==> src/rtl/memory_game_ctrl.sv <==
`default_nettype none
// ============================================================================
// Module      : memory_game_ctrl
// Description : Simon-style memory game sequencer: shows a growing pattern on
//               the LEDs, then checks the player's key presses against it.
// Revision    : 1.0 - initial release
// ============================================================================
module memory_game_ctrl #(
    parameter int SHOW_ON_CYC  = 4,
    parameter int SHOW_OFF_CYC = 2,
    parameter int TIMEOUT_CYC  = 64
) (
    input  logic       clk,
    input  logic       rst,
    input  logic       start,
    input  logic [3:0] button,
    input  logic [1:0] pat_data,
    output logic [1:0] stage,
    output logic [1:0] step,
    output logic [3:0] led,
    output logic       busy,
    output logic       win,
    output logic       lose
);

    localparam int c_max_ab  = (SHOW_ON_CYC > SHOW_OFF_CYC) ? SHOW_ON_CYC : SHOW_OFF_CYC;
    localparam int c_max_cyc = (c_max_ab > TIMEOUT_CYC) ? c_max_ab : TIMEOUT_CYC;
    localparam int c_cnt_w   = $clog2(c_max_cyc + 1);

    localparam logic [c_cnt_w-1:0] c_on_last   = c_cnt_w'(SHOW_ON_CYC - 1);
    localparam logic [c_cnt_w-1:0] c_off_last  = c_cnt_w'(SHOW_OFF_CYC - 1);
    localparam logic [c_cnt_w-1:0] c_tout_last = c_cnt_w'(TIMEOUT_CYC - 1);

    typedef enum logic [2:0] {
        S_IDLE     = 3'd0,
        S_SHOW_ON  = 3'd1,
        S_SHOW_OFF = 3'd2,
        S_WAIT_IN  = 3'd3,
        S_WAIT_REL = 3'd4,
        S_WIN      = 3'd5,
        S_LOSE     = 3'd6
    } state_t;

    state_t               r_state;
    state_t               w_state_nxt;
    logic [1:0]           r_stage, w_stage_nxt;
    logic [1:0]           r_step, w_step_nxt;
    logic [c_cnt_w-1:0]   r_cnt, w_cnt_nxt;
    logic                 r_win, w_win_nxt;
    logic                 r_lose, w_lose_nxt;
    logic [3:0]           r_btn_prev, w_btn_prev_nxt;

    logic [1:0]           w_last;
    logic                 w_press;
    logic                 w_onehot;
    logic [1:0]           w_key_idx;
    logic                 w_key_ok;

    assign w_last   = r_stage + 2'd1;
    assign w_press  = (button != 4'd0) && (r_btn_prev == 4'd0);
    assign w_key_ok = w_onehot && (w_key_idx == pat_data);

    // Any pattern other than exactly one bit set is an invalid key
    always_comb begin
        w_onehot  = 1'b1;
        w_key_idx = 2'd0;
        case (button)
            4'b0001: w_key_idx = 2'd0;
            4'b0010: w_key_idx = 2'd1;
            4'b0100: w_key_idx = 2'd2;
            4'b1000: w_key_idx = 2'd3;
            default: w_onehot  = 1'b0;
        endcase
    end

    always_ff @(posedge clk) begin
        if (rst) begin
            r_state    <= S_IDLE;
            r_stage    <= 2'd0;
            r_step     <= 2'd0;
            r_cnt      <= '0;
            r_win      <= 1'b0;
            r_lose     <= 1'b0;
            r_btn_prev <= 4'd0;
        end else begin
            r_state    <= w_state_nxt;
            r_stage    <= w_stage_nxt;
            r_step     <= w_step_nxt;
            r_cnt      <= w_cnt_nxt;
            r_win      <= w_win_nxt;
            r_lose     <= w_lose_nxt;
            r_btn_prev <= w_btn_prev_nxt;
        end
    end

    always_comb begin
        w_state_nxt    = r_state;
        w_stage_nxt    = r_stage;
        w_step_nxt     = r_step;
        w_cnt_nxt      = r_cnt;
        w_win_nxt      = r_win;
        w_lose_nxt     = r_lose;
        w_btn_prev_nxt = button;

        case (r_state)
            S_IDLE, S_WIN, S_LOSE: begin
                if (start) begin
                    w_state_nxt = S_SHOW_ON;
                    w_stage_nxt = 2'd0;
                    w_step_nxt  = 2'd0;
                    w_cnt_nxt   = '0;
                    w_win_nxt   = 1'b0;
                    w_lose_nxt  = 1'b0;
                end
            end
            S_SHOW_ON: begin
                if (r_cnt == c_on_last) begin
                    w_state_nxt = S_SHOW_OFF;
                    w_cnt_nxt   = '0;
                end else begin
                    w_cnt_nxt = r_cnt + 1'b1;
                end
            end
            S_SHOW_OFF: begin
                if (r_cnt == c_off_last) begin
                    w_cnt_nxt = '0;
                    if (r_step < w_last) begin
                        w_step_nxt  = r_step + 2'd1;
                        w_state_nxt = S_SHOW_ON;
                    end else begin
                        w_step_nxt     = 2'd0;
                        w_state_nxt    = S_WAIT_IN;
                        w_btn_prev_nxt = 4'd0;
                    end
                end else begin
                    w_cnt_nxt = r_cnt + 1'b1;
                end
            end
            S_WAIT_IN: begin
                // A press in the expiry cycle still wins over the timeout
                if (w_press) begin
                    w_cnt_nxt = '0;
                    if (w_key_ok) begin
                        w_state_nxt = S_WAIT_REL;
                    end else begin
                        w_state_nxt = S_LOSE;
                        w_lose_nxt  = 1'b1;
                    end
                end else if (r_cnt == c_tout_last) begin
                    w_cnt_nxt   = '0;
                    w_state_nxt = S_LOSE;
                    w_lose_nxt  = 1'b1;
                end else begin
                    w_cnt_nxt = r_cnt + 1'b1;
                end
            end
            S_WAIT_REL: begin
                if (button == 4'd0) begin
                    w_cnt_nxt = '0;
                    if (r_step < w_last) begin
                        w_step_nxt     = r_step + 2'd1;
                        w_state_nxt    = S_WAIT_IN;
                        w_btn_prev_nxt = 4'd0;
                    end else if (r_stage < 2'd2) begin
                        w_stage_nxt = r_stage + 2'd1;
                        w_step_nxt  = 2'd0;
                        w_state_nxt = S_SHOW_ON;
                    end else begin
                        w_state_nxt = S_WIN;
                        w_win_nxt   = 1'b1;
                    end
                end
            end
            default: begin
                w_state_nxt = S_IDLE;
                w_cnt_nxt   = '0;
            end
        endcase
    end

    always_comb begin
        led = 4'd0;
        if (r_state == S_SHOW_ON) begin
            led = 4'b0001 << pat_data;
        end
    end

    assign busy  = (r_state != S_IDLE) && (r_state != S_WIN) && (r_state != S_LOSE);
    assign stage = r_stage;
    assign step  = r_step;
    assign win   = r_win;
    assign lose  = r_lose;

endmodule
`default_nettype wire

==> config.mk <==
export PLATFORM = sky130hd
export DESIGN_NAME = memory_game_ctrl
export DESIGN_NICKNAME = d
export VERILOG_FILES = /design/src/rtl/memory_game_ctrl.sv
export SDC_FILE = /design/constraint.sdc
export NUM_CORES = 1
export LEC_CHECK = 0
export CORE_MARGIN = 5
export CORE_UTILIZATION = 56
export DETAILED_ROUTE_END_ITERATION = 16
export PLACE_DENSITY_LB_ADDON = 0.1
export SYNTH_ARGS = -nofsm -noshare
export SYNTH_HDL_FRONTEND = slang
export SYNTH_SLANG_ARGS = --single-unit
export TNS_END_PERCENT = 50
==> constraint.sdc <==
create_clock -name clk -period 4.4 [get_ports clk]
set_clock_uncertainty 0.15 [all_clocks]
set_input_delay 1.1 -clock clk [delete_from_list [all_inputs] [get_ports clk]]
set_output_delay 1.1 -clock clk [all_outputs]
set_load 0.02 [all_outputs]
# Word-level counts from Yosys, hierarchy flattened
# Cells that the tools add are included.
[op_classes]
n_addsub = 3
order_cmp = 2
n_eq_ne = 26
n_shift = 1
mux = 46
n_reduce_logical = 20
[op_table]
columns = ["op", "n"]
rows = [
  ["7-bit two-way mux", 6],
  ["7-bit one-hot mux with 5 select lines", 1],
  ["3-bit two-way mux", 8],
  ["2-bit two-way mux", 11],
  ["4-bit two-way mux", 5],
  ["5-bit AND reduction", 4],
  ["3-bit inequality test (second input constant)", 5],
  ["3-bit one-hot mux with 5 select lines", 1],
  ["2-bit inequality test (second input constant)", 7],
  ["2-bit one-hot mux with 3 select lines", 2],
  ["3-bit == test (second input constant)", 3],
  ["4-bit zero test", 2],
  ["1-bit two-way mux", 8],
  ["4-bit one-hot mux with 2 select lines", 1],
  ["7-bit by 1-bit adder with 7-bit output (second input constant)", 1],
  ["7-bit by 1-bit == test with 1-bit output (second input constant)", 1],
  ["7-bit by 2-bit == test with 1-bit output (second input constant)", 1],
  ["7-bit by 6-bit == test with 1-bit output (second input constant)", 1],
  ["3-bit by 2-bit == test with 1-bit output (second input constant)", 2],
  ["3-bit nonzero test", 2],
  ["2-bit by 1-bit adder with 2-bit output (second input constant)", 2],
  ["4-bit by 1-bit == test with 1-bit output (second input constant)", 1],
  ["4-bit by 2-bit == test with 1-bit output (second input constant)", 1],
  ["4-bit by 3-bit == test with 1-bit output (second input constant)", 1],
  ["other kinds (16)", 21],
]
[totals]
reg_bits = 20
inputBits = 9
output_inout_bits = 11
elab_cells = 105

# Longest topological paths before layout
[depth]
depth_word = 7
mapped_depth = 9
ltp_nobuf = 8

# Least setup slack after synthesis
# No wires, ideal clock.
[synth_path]
path_kind = "input -> output"
startpoint = "in pat_data[0]"
endpoint = "out led[0]"
arrival_time_ps = 1597
required_time_ps = 3150
path_slack_ps = 1553
path_stages = 1
cell_sequence = "nor3_1"
[synth_between]
elab_chain_cells = 2
[synth_lines]
columns = ["item", "line_no", "source"]
rows = [
  ["start, declared", "17", "input logic [1:0] pat_data,"],
  ["1-bit by 2-bit << shifter with 4-bit output", "184", "led = 4'b0001 << pat_data;"],
  ["4-bit two-way mux", "183", "if (r_state == S_SHOW_ON) begin"],
  ["end, declared", "20", "output logic [3:0] led,"],
]
# No other way between the ends.

# Final worst setup path
[layout_path]
startpoint = "in pat_data[1]"
endpoint = "out led[2]"
# Same word-level chain as after synthesis.

==> impl_metrics.env <==
export IMPL_status="finished clean"
export IMPL_crit_buf_inv=2
export IMPL_ir_worst_vdd_v=0.000324
export IMPL_drtPass1Iterations=4
export IMPL_drive_above_1_share=0.0904
export IMPL_finalPower_uw=813
export IMPL_clockRootBuffer="clkbuf_4"
export IMPL_worstHoldPathType="reg -> reg"
export IMPL_maxCapViolCount=0
export IMPL_drtIter0Drc=34
export IMPL_synth_nets=172
export IMPL_cts_buffer_depth=2
export IMPL_syn_mean_instance_area_um2=7.86
export IMPL_place_ws_ps=630
export IMPL_r2r_slack_ps=1930
export IMPL_slew_viol_final=0
export IMPL_io_pins=20
export IMPL_dieArea_um2=3290
export IMPL_worst_setup_path_start_kind="primary input"
export IMPL_cp_startpoint="pat_data[1]"
export IMPL_reg2reg_to="stage[0]"
export IMPL_num_antenna_cells=0
export IMPL_powerDensity_nw_per_um2=542
export IMPL_synth_edf_count=0
export IMPL_clkLatencyLatePin_ps=310
export IMPL_cpLargestDelayFamily="buffers and inverters"
export IMPL_grt_pass1_vias=1163
export IMPL_cts_tree="yes"
export IMPL_grt_pass1_wl_um=4850
export IMPL_reg2reg_depth=6
export IMPL_r2r_start="r_state[0]"
export IMPL_fin_crit_sh=0.857
export IMPL_n_fill_cell=211
export IMPL_cts_resized=0
export IMPL_synth_cells=160
export IMPL_crit_type="in -> out"
export IMPL_gp_congestion=0.850
export IMPL_cp_end_kind="primary output"
export IMPL_clk_pin_slew_worst_paths_ps=110
export IMPL_totalWireLength_um=2920
export IMPL_path_max_fanout=8
export IMPL_min_period_ps=3770
export IMPL_row_count=17
export IMPL_relSlewSlack=0.582
export IMPL_syn_cell_area_um2=1260
export IMPL_routed_via_density=5.89
export IMPL_postRouteAntennaNets=0
export IMPL_nets=190
export IMPL_syn_to_final_growth_pct=19.3
export IMPL_worstMarginPinSlew_ps=625
export IMPL_routedWlPerCell_um=14.3
export IMPL_vias=1208
export IMPL_ys_async_sr_fraction=0
export IMPL_die_h_um=57.4
export IMPL_core_um2=2170
export IMPL_overflow=0
export IMPL_cts_htree_levels=1
export IMPL_track_usage=0.183
export IMPL_yosysMostFrequentCell="nor2_1"
export IMPL_hpwl_um=2140
export IMPL_ys_seq_area_frac=0.318
export IMPL_drc=0
export IMPL_tns_ps=0
export IMPL_ys_warn_count=0
export IMPL_postCtsHoldBufs=0
export IMPL_synth_top_area_frac=0.318
export IMPL_ys_ff_latch=20
export IMPL_ys_top_cells_by_count="nor2_1 (26), dfxtp_1 (20), a21oi_1 (12)"
export IMPL_cpMaxStageDelayCell="clkdlybuf4s50_1"
export IMPL_holdWs_ps=345
export IMPL_cts_buffers=3
export IMPL_layout_setup_ws_ps=629
export IMPL_post_cts_buffers=0
export IMPL_rsz0062_at_grt="no"
export IMPL_cp_depth=4
export IMPL_antenna_found_initial=0
export IMPL_crit_path_frequent_cell="clkdlybuf4s50_1"
export IMPL_fmax_mhz=265
export IMPL_synth_area_leaders="dfxtp_1 (32%), nor2_1 (7.8%), a21oi_1 (4.8%)"
export IMPL_path_cells="clkdlybuf4s50_1 -> nand2_1 -> nor2_1 -> clkdlybuf4s50_1"
export IMPL_crit_end="led[2]"
export IMPL_grt_max_degree=19
export IMPL_p_leak_uw=0.000523
export IMPL_die_w_um=57.4
export IMPL_cp_data_arrival_time_ps=2520
export IMPL_finalHoldViolCount=0
export IMPL_cp_required_ps=3150
export IMPL_initial_utilization=0.580
export IMPL_setup_viol=0
export IMPL_synthFlopType="dfxtp_1"
export IMPL_max_stage_delay_ps=620
export IMPL_synth_distinct_cells=45
export IMPL_numPortBuffers=19
export IMPL_synth_top_cell_by_area="dfxtp_1"
export IMPL_numClockSinks=20
per-layer routing:
| layer | track usage | share of wire | vias up |
|---|---|---|---|
| met3 | 0.0407 | 0.048 | 9 |
| met4 | 0.0861 | 0.023 | 0 |
| li1 | - | - | 622 |
| met1 | 0.212 | 0.45 | 546 |
| met2 | 0.318 | 0.48 | 31 |
| met5 | 0 | 0 | - |
final cells by class:
cell class,instances,area (µm²),share of cell area
clock buffer,3,22.5,0.0150
sequential,20,400,0.267
timing repair buffer,19,190,0.127
clock inverter,1,30.0,0.0200
tap,28,35.0,0.0234
multi-input combinational,129,803,0.535
inverter,5,18.8,0.0125
power breakdown:
group          total (µW)  internal (µW)  switching [µW]  leakage (µW)
registers             256            205            51.1      0.000163
clock network         151           92.2            58.6     0.0000279
logic                 406            179             227      0.000332
per-stage QoR:
step                      utilization  instance area (µm²)  instances
after floorplan                     -                 1260        160
after global placement          0.667                 1450        201
after detailed placement        0.667                 1450        201
after CTS                       0.691                 1500        205
after global routing            0.691                 1500        205
final                           0.691                 1500        205
tightest hold or removal path, stage by stage, from the launching register on:
cell and delay, ps:
dfxtp_1 350, a21oi_1 50, nor2_1 70
how the worst min path moves through the flow:
stage / to / from / cells after the start / slack, ps
final: lose / lose / 2 / 340
after global routing: lose / lose / 2 / 360
after CTS: lose / lose / 2 / 350
after global placement: lose / lose / 2 / 310
after detailed placement: lose / lose / 2 / 320
after floorplan: r_cnt[4] / r_cnt[4] / 2 / 320
flip-flops by register name, summed over array words and instances, names as in the netlist:
signal,flops
win,1
r_btn_prev,4
lose,1
r_cnt,7
r_state,3
stage,2
step,2
kinds of logic after synthesis:
| group | after synthesis | share of synthesized area |
|---|---|---|
| AO/OA/AOI/OAI | 36 | 0.191 |
| multiplexers | 5 | 0.0398 |
| AND/OR/NAND/NOR | 80 | 0.343 |
| buffers and inverters | 11 | 0.0428 |
| adder cells (fa/ha/maj) | 3 | 0.0299 |
| XOR/XNOR | 5 | 0.0348 |
| flip-flops | 20 | 0.318 |
cells in the final DEF (no fill, tap or decap), types with 3 or more instances in the layout:
cell | netlist | layout
a21oi_1 | 12 | 12
a31oi_1 | 3 | 3
and2_1 | 4 | 4
clkbuf_4 | 0 | 3
clkdlybuf4s50_1 | 0 | 19
dfxtp_1 | 20 | 20
ha_1 | 3 | 3
inv_1 | 3 | 3
mux2i_1 | 5 | 5
nand2_1 | 10 | 10
nand2b_1 | 3 | 3
nand3_1 | 7 | 7
nor2_1 | 26 | 26
nor3_1 | 6 | 6
nor4_1 | 5 | 5
o21ai_0 | 5 | 5
o21ai_1 | 4 | 4
or4_1 | 3 | 3
xnor2_1 | 4 | 4
(Power assumes the default switching activity.)
